`config.mk`:
```
export PLATFORM = sky130hd
export DESIGN_NAME = onehot_event_counter_flat
export DESIGN_NICKNAME = d
export VERILOG_FILES = /design/src/rtl/onehot_cnt_pkg.sv /design/src/rtl/onehot_event_counter_if.sv /design/src/rtl/sat_counter.sv /design/src/rtl/onehot_event_counter.sv /design/src/flat_wrapper.sv
export SDC_FILE = /design/constraint.sdc
export NUM_CORES = 1
export LEC_CHECK = 0
export ABC_AREA = 1
export CAP_MARGIN = 40
export CORE_AREA = 2 2 65 98
export DETAILED_ROUTE_END_ITERATION = 8
export DIE_AREA = 0 0 67 100
export PLACE_DENSITY = 0.89
export SETUP_SLACK_MARGIN = 0.15
export SYNTH_ARGS = -nofsm -noshare
export SYNTH_HDL_FRONTEND = slang
export SYNTH_SLANG_ARGS = --single-unit
```
`constraint.sdc`:
```
create_clock -name clk_i -period 1.54 [get_ports clk_i]
set_input_delay 0.308 -clock clk_i [delete_from_list [all_inputs] [get_ports clk_i]]
set_output_delay 0.308 -clock clk_i [all_outputs]
set_load 0.01 [all_outputs]
```
`src/rtl/onehot_cnt_pkg.sv`:
```
// Shared types and helpers for the one-hot event counter: line geometry,
// FSM state encoding and one-hot code classification.
package onehot_cnt_pkg;

    localparam int LINES = 4;
    localparam int IDX_W = 2;

    typedef enum logic {ST_RUN, ST_FROZEN} state_t;

    function automatic logic is_onehot(input logic [LINES-1:0] code);
        return $countones(code) == 1;
    endfunction

    function automatic logic [IDX_W-1:0] onehot_idx(input logic [LINES-1:0] code);
        logic [IDX_W-1:0] idx;
        idx = '0;
        for (int k = 0; k < LINES; k++)
            if (code[k]) idx = IDX_W'(k);
        return idx;
    endfunction

endpackage

```
`src/rtl/onehot_event_counter_if.sv`:
```
// Sample/read bus of the one-hot event counter. Optional encoder outputs
// appear only when ONEHOT_ENC_EN is defined.
interface onehot_event_counter_if #(parameter int CNT_W = 8);
    import onehot_cnt_pkg::*;

    logic [LINES-1:0] exp_i;
    logic             exp_vld_i;
    logic             clr_i;
    logic             rd_en_i;
    logic [IDX_W-1:0] rd_idx_i;
    logic [CNT_W-1:0] rd_data_o;
    logic             rd_vld_o;
    logic [LINES-1:0] sat_o;
    logic             err_o;
    logic [CNT_W-1:0] err_cnt_o;
    logic             frozen_o;
`ifdef ONEHOT_ENC_EN
    logic [IDX_W-1:0] enc_o;
    logic             enc_vld_o;

    modport slave (
        input  exp_i, exp_vld_i, clr_i, rd_en_i, rd_idx_i,
        output rd_data_o, rd_vld_o, sat_o, err_o, err_cnt_o, frozen_o, enc_o, enc_vld_o
    );
    modport master (
        output exp_i, exp_vld_i, clr_i, rd_en_i, rd_idx_i,
        input  rd_data_o, rd_vld_o, sat_o, err_o, err_cnt_o, frozen_o, enc_o, enc_vld_o
    );
`else
    modport slave (
        input  exp_i, exp_vld_i, clr_i, rd_en_i, rd_idx_i,
        output rd_data_o, rd_vld_o, sat_o, err_o, err_cnt_o, frozen_o
    );
    modport master (
        output exp_i, exp_vld_i, clr_i, rd_en_i, rd_idx_i,
        input  rd_data_o, rd_vld_o, sat_o, err_o, err_cnt_o, frozen_o
    );
`endif

endinterface

```
`src/rtl/sat_counter.sv`:
```
// Unsigned saturating counter with synchronous clear and hold; never wraps.
module sat_counter #(
    parameter int CNT_W = 8
) (
    input  logic             clk,
    input  logic             rst_n,
    input  logic             inc,
    input  logic             clr,
    input  logic             hold,
    output logic [CNT_W-1:0] cnt,
    output logic             at_max
);

    assign at_max = &cnt;

    always_ff @(posedge clk or negedge rst_n) begin
        if (!rst_n)
            cnt <= '0;
        else if (clr)
            cnt <= '0;
        else if (inc && !hold && !at_max)
            cnt <= cnt + 1'b1;
    end

endmodule

```
`src/rtl/onehot_event_counter.sv`:
```
// Statistics/sanity monitor behind a 2-to-4 decoder: per-line saturating hit
// counts, illegal-code counting, indexed read. ONEHOT_ENC_EN adds enc_o/enc_vld_o.
module onehot_event_counter
    import onehot_cnt_pkg::*;
#(
    parameter int CNT_W      = 8,
    parameter int SAT_FREEZE = 1
) (
    input logic                   clk_i,
    input logic                   reset_n,
    onehot_event_counter_if.slave bus
);

    localparam logic [CNT_W-1:0] NEAR_MAX = ~(CNT_W'(1));

    state_t                      state;
    logic                        take, code_ok, legal, illegal, hold;
    logic [LINES-1:0]            line_inc, line_max, line_hit;
    logic [LINES-1:0][CNT_W-1:0] line_cnt;
    logic [CNT_W-1:0]            err_cnt;
    logic                        err_max, err_hit, reach_max;

    // clr wins over the sample presented in the same cycle
    assign take     = bus.exp_vld_i & ~bus.clr_i;
    assign code_ok  = is_onehot(bus.exp_i);
    assign legal    = take & code_ok;
    assign illegal  = take & ~code_ok;
    assign hold     = (state == ST_FROZEN);
    assign line_inc = legal ? bus.exp_i : '0;

    generate
        for (genvar k = 0; k < LINES; k++) begin : g_line
            sat_counter #(.CNT_W(CNT_W)) u_cnt (
                .clk    (clk_i),
                .rst_n  (reset_n),
                .inc    (line_inc[k]),
                .clr    (bus.clr_i),
                .hold   (hold),
                .cnt    (line_cnt[k]),
                .at_max (line_max[k])
            );
            assign line_hit[k] = line_inc[k] & ~line_max[k] & (line_cnt[k] == NEAR_MAX);
        end
    endgenerate

    sat_counter #(.CNT_W(CNT_W)) u_err (
        .clk    (clk_i),
        .rst_n  (reset_n),
        .inc    (illegal),
        .clr    (bus.clr_i),
        .hold   (hold),
        .cnt    (err_cnt),
        .at_max (err_max)
    );
    assign err_hit = illegal & ~err_max & (err_cnt == NEAR_MAX);

    // Freeze is decided on the edge a counter hits max, so the very next
    // sample is already blocked; the error counter counts as "any counter".
    assign reach_max = (|line_hit) | err_hit;

    always_ff @(posedge clk_i or negedge reset_n) begin
        if (!reset_n)
            state <= ST_RUN;
        else if (bus.clr_i)
            state <= ST_RUN;
        else if (state == ST_RUN && SAT_FREEZE != 0 && reach_max)
            state <= ST_FROZEN;
    end

    always_ff @(posedge clk_i or negedge reset_n) begin
        if (!reset_n)
            bus.err_o <= 1'b0;
        else if (bus.clr_i)
            bus.err_o <= 1'b0;
        else if (illegal)
            bus.err_o <= 1'b1;
    end

    // Read samples the pre-update counter, so a read colliding with clr
    // still returns the old value.
    always_ff @(posedge clk_i or negedge reset_n) begin
        if (!reset_n) begin
            bus.rd_vld_o  <= 1'b0;
            bus.rd_data_o <= '0;
        end else begin
            bus.rd_vld_o <= bus.rd_en_i;
            if (bus.rd_en_i)
                bus.rd_data_o <= line_cnt[bus.rd_idx_i];
        end
    end

`ifdef ONEHOT_ENC_EN
    always_ff @(posedge clk_i or negedge reset_n) begin
        if (!reset_n) begin
            bus.enc_o     <= '0;
            bus.enc_vld_o <= 1'b0;
        end else begin
            bus.enc_vld_o <= legal;
            if (legal)
                bus.enc_o <= onehot_idx(bus.exp_i);
        end
    end
`endif

    assign bus.sat_o     = line_max;
    assign bus.err_cnt_o = err_cnt;
    assign bus.frozen_o  = hold;

endmodule
```
`src/flat_wrapper.sv`:
```
// flat-port wrapper written by rule: the top's interface ports become plain ports
module onehot_event_counter_flat import onehot_cnt_pkg::*;
#(
    parameter int CNT_W      = 8,
    parameter int SAT_FREEZE = 1
)
  (clk_i, reset_n, bus_exp_i, bus_exp_vld_i, bus_clr_i, bus_rd_en_i, bus_rd_idx_i, bus_rd_data_o, bus_rd_vld_o, bus_sat_o, bus_err_o, bus_err_cnt_o, bus_frozen_o);
  onehot_event_counter_if #(.CNT_W(CNT_W)) bus_i ();
  input logic clk_i;
  input logic reset_n;
  input wire logic [$bits(bus_i.exp_i)-1:0] bus_exp_i;
  input wire logic [$bits(bus_i.exp_vld_i)-1:0] bus_exp_vld_i;
  input wire logic [$bits(bus_i.clr_i)-1:0] bus_clr_i;
  input wire logic [$bits(bus_i.rd_en_i)-1:0] bus_rd_en_i;
  input wire logic [$bits(bus_i.rd_idx_i)-1:0] bus_rd_idx_i;
  output wire logic [$bits(bus_i.rd_data_o)-1:0] bus_rd_data_o;
  output wire logic [$bits(bus_i.rd_vld_o)-1:0] bus_rd_vld_o;
  output wire logic [$bits(bus_i.sat_o)-1:0] bus_sat_o;
  output wire logic [$bits(bus_i.err_o)-1:0] bus_err_o;
  output wire logic [$bits(bus_i.err_cnt_o)-1:0] bus_err_cnt_o;
  output wire logic [$bits(bus_i.frozen_o)-1:0] bus_frozen_o;
  assign bus_i.exp_i = bus_exp_i;
  assign bus_i.exp_vld_i = bus_exp_vld_i;
  assign bus_i.clr_i = bus_clr_i;
  assign bus_i.rd_en_i = bus_rd_en_i;
  assign bus_i.rd_idx_i = bus_rd_idx_i;
  assign bus_rd_data_o = bus_i.rd_data_o;
  assign bus_rd_vld_o = bus_i.rd_vld_o;
  assign bus_sat_o = bus_i.sat_o;
  assign bus_err_o = bus_i.err_o;
  assign bus_err_cnt_o = bus_i.err_cnt_o;
  assign bus_frozen_o = bus_i.frozen_o;
  onehot_event_counter #(.CNT_W(CNT_W), .SAT_FREEZE(SAT_FREEZE)) u_core (.clk_i(clk_i), .reset_n(reset_n), .bus(bus_i));
endmodule
```
==> impl_metrics.csv, run 1 <==
group,metric,value,unit
status,status,"finished, violations left",
status,violations,"setup timing",
critical_path,end_kind,"register",
global_routing,grt_max_degree,58,
clocking,cts_made_buffers,5,
critical_path,crit_start,"bus_exp_i[1]",
cells_and_area,fin_util,79.3,%
clocking,htree_levels,2,
clocking,cts_root_buffer,"clkbuf_8",
critical_path,path_class,"input pin to register",
route,wl,12.6,mm
synthesis,syn_area_per_cell,7.76,um^2
route,post_drt_wl_per_cell,20.5,um
flow_run,max_cap_viol_count,0,
cells_and_area,regArea,1280,um^2
synthesis,synth_edf_count,0,
critical_path,r2r_slack,-0.27,ns
synthesis,ys_async_sr_fraction,100,%
timing,hold_viol_final,0,
timing,fmax,475,MHz
place,dp_hpwl,6.17,mm
worst_hold_path,hold_path.class,"input pin to async pin",
cells_and_area,multi_input_area,1950,um^2
synthesis,yosysTopAreaCell,"dfrtp_1",
route,ant_nets,0,
route,via_count,3921,
place,dp.cells,574,
floorplanning,coreArea,5960,um^2
floorplanning,io_pins,34,
synthesis,ys_seq_elements,51,
timing,relSlewSlack,56.6,%
critical_path,worst_setup_path_start_kind,"input pin",
timing,finalSetupViolations,44,
power_and_ir_drop,ir_drop,0.494,mV
global_routing,grt_pass1_vias,3706,
synthesis,synth_area,3250,um^2
floorplanning,die_x,67,um
critical_path,critical_path_peak_fanout,8,
clocking,cts_tree,"built",
critical_path,r2r-start,"u_core.g_line[2].u_cnt.cnt[1]",
synthesis,yosysSeqAreaShare,39.3,%
cells_and_area,fin_cells,612,
global_routing,track_usage,34.6,%
power_and_ir_drop,leakagePower,2.33,nW
floorplanning,die-area,6700,um^2
synthesis,syn_nets,444,
critical_path,crit_required,1.75,ns
synthesis,synth_cells,419,
timing,fin_crit_sh,137,%
timing,period_needed,2.10,ns
floorplanning,start_util,54.6,%
synthesis,synth_top_cell_area_share,39.3,%
synthesis,synth_most_common_cell,"nand2_1",
clocking,numClockSinks,51,
synthesis,ys.flop_type,"dfrtp_1",
cells_and_area,diodes,0,
place,numPortBuffers,33,
clocking,clk_pin_slew,0.10,ns
route,drc_errors,0,
clocking,clockBufferDepth,2,
cells_and_area,nets,562,
synthesis,ys_types,31,
global_routing,antenna_found_initial,0,
timing,timing.final.ws_setup,-0.564,ns
route,routed_via_density,6.41,
critical_path,arrival,2.32,ns
clocking,clock_latency,0.32,ns
route,drt_iter0_drc,554,
timing,tightest_slew,0.651,ns
global_routing,grt_pass1_wl,17.6,mm
critical_path,r2r_cells,10,
timing,drv_slew,0,
synthesis,yosysWarnings,0,
floorplanning,die_h,100,um
critical_path,r2r_end,"u_core.g_line[2].u_cnt.cnt[4]",
route,dr.pass1.iters,6,
synthesis,synthTopCellsByArea,"dfrtp_1, nand3_1, nand2_1",
cells_and_area,drive_gt1_share,34.4,%
power_and_ir_drop,power.density,594,nW/um^2
cells_and_area,fillers,362,
place,place_congestion,0.884,
timing,rsz0062_at_grt,"true",
timing,skew,0.0100,ns
cells_and_area,synthToLayoutAreaGrowth,45.2,%
synthesis,yosys-top-cells-count,"nand2_1, nor2_1, nand3_1, dfrtp_1, inv_1",
floorplanning,num_rows,35,
global_routing,grt_overflow,0,
report_power, final:
group	internal (W)	leakage, nW	switching (W)
Sequential	0.00137	0.688	0.0000229
Clock	0.000411	0.0505	0.000501
Combinational	0.000195	1.59	0.000299
Total	0.00198	2.33	0.000823
placed cells by master, fill, tap and decap left out, types with 3 or more instances in the layout:
| master | n |
|---|---|
| nand4_1 | 12 |
| xor2_1 | 14 |
| nand3_2 | 14 |
| xnor2_1 | 5 |
| or2_2 | 3 |
| nor3_4 | 4 |
| a31oi_1 | 8 |
| nand2_2 | 5 |
| nand3b_1 | 5 |
| ha_4 | 4 |
| inv_4 | 3 |
| nor3_1 | 5 |
| inv_2 | 8 |
| ha_2 | 3 |
| dlygate4sd2_1 | 15 |
| ha_1 | 6 |
| clkbuf_8 | 7 |
| buf_2 | 5 |
| nor2_1 | 55 |
| nand2_1 | 57 |
| buf_4 | 90 |
| o31ai_4 | 3 |
| o31ai_2 | 5 |
| inv_1 | 31 |
| buf_6 | 9 |
| nor2_4 | 4 |
| o21ai_0 | 23 |
| a21oi_1 | 9 |
| dfrtp_1 | 49 |
| clkdlybuf4s50_1 | 5 |
| o21ai_1 | 6 |
| nand3_4 | 4 |
| nand3_1 | 44 |
worst max-delay path by stage:
stage / end / slack, ns / depth (start not counted)
floorplan: u_core.g_line[0].u_cnt.cnt[3] / -0.53 / 10
global placement: u_core.g_line[2].u_cnt.cnt[4] / -1.18 / 11
detailed placement: u_core.g_line[2].u_cnt.cnt[4] / -1.32 / 11
CTS: u_core.g_line[0].u_cnt.cnt[7] / -0.46 / 12
global route: u_core.g_line[3].u_cnt.cnt[0] / -0.64 / 11
finish: u_core.g_line[3].u_cnt.cnt[0] / -0.56 / 11
state kept, by name (all words and copies together), names as in the netlist:
signal                   count
u_core.g_line.u_cnt.cnt     32
u_core.bus.rd_data_o         8
u_core.u_err.cnt             8
u_core.bus.err_o             1
u_core.bus.frozen_o          1
u_core.bus.rd_vld_o          1
through the flow:
stage	worst slack, ns	power (W)	area [um^2]	TNS (ns)	hold slack, ns
2_1_floorplan	-0.529	0.00166	3370	-18.22	0.0124
3_3_place_gp	-1.18	0.00185	4210	-45.83	0.319
3_5_place_dp	-1.32	0.00187	4210	-50.06	0.319
4_1_cts	-0.458	0.00274	4570	-15.25	0.474
5_1_grt	-0.642	0.00289	4720	-21.30	0.536
6_report	-0.564	0.00280	4720	-18.32	0.486
critical path: stages:
cell and delay [ns]:
buf_8 0.10, ha_4 0.24, ha_4 0.15, fa_1 0.45, inv_2 0.08, nand3_4 0.14
nor3_4 0.22, nand3_2 0.14, buf_6 0.20, o21ai_1 0.22, a21oi_2 0.05
cells by family after synthesis:
logic type | share of synthesized area [%]
compound gates | 9.70
xor+xnor | 5.12
fa+ha+maj | 5.62
buf+inv | 8.85
flops | 39.3
simple gates | 31.4
layout make-up:
cell class,count,area share (%)
Inverter,44,3.92
Tap cell,74,1.96
Clock buffer,7,2.04
Clock inverter,1,0.159
Sequential cell,51,27.1
Timing Repair Buffer,132,23.4
Multi-Input combinational cell,303,41.4
what timing repair did:
item / in CTS / in global routing
hold buffers: 1 / 0
pin swaps: 24 / 6
setup endpoints to repair: 65 / 48
hold endpoints to repair: 51 / 0
gates resized for setup: 103 / 22
buffers inserted: 17 / 11
gates cloned: 1 / 0
metal layers:
layer  global-route usage [%]  vias up  part of all wire, %
li1                         -     1622                    -
met1                     40.5     1810                   34
met2                     56.7      365                   48
met3                     5.38      124                  9.3
met4                     24.0        0                  8.8
met5                        0        -                    0
(Power assumes the default switching activity.)
==> run 2: changes to the inputs <==
- SLEW_MARGIN: not set -> 40
==> results of run 2 <==
Same layout as run 1: the final DEF is identical, and so are final timing and power.
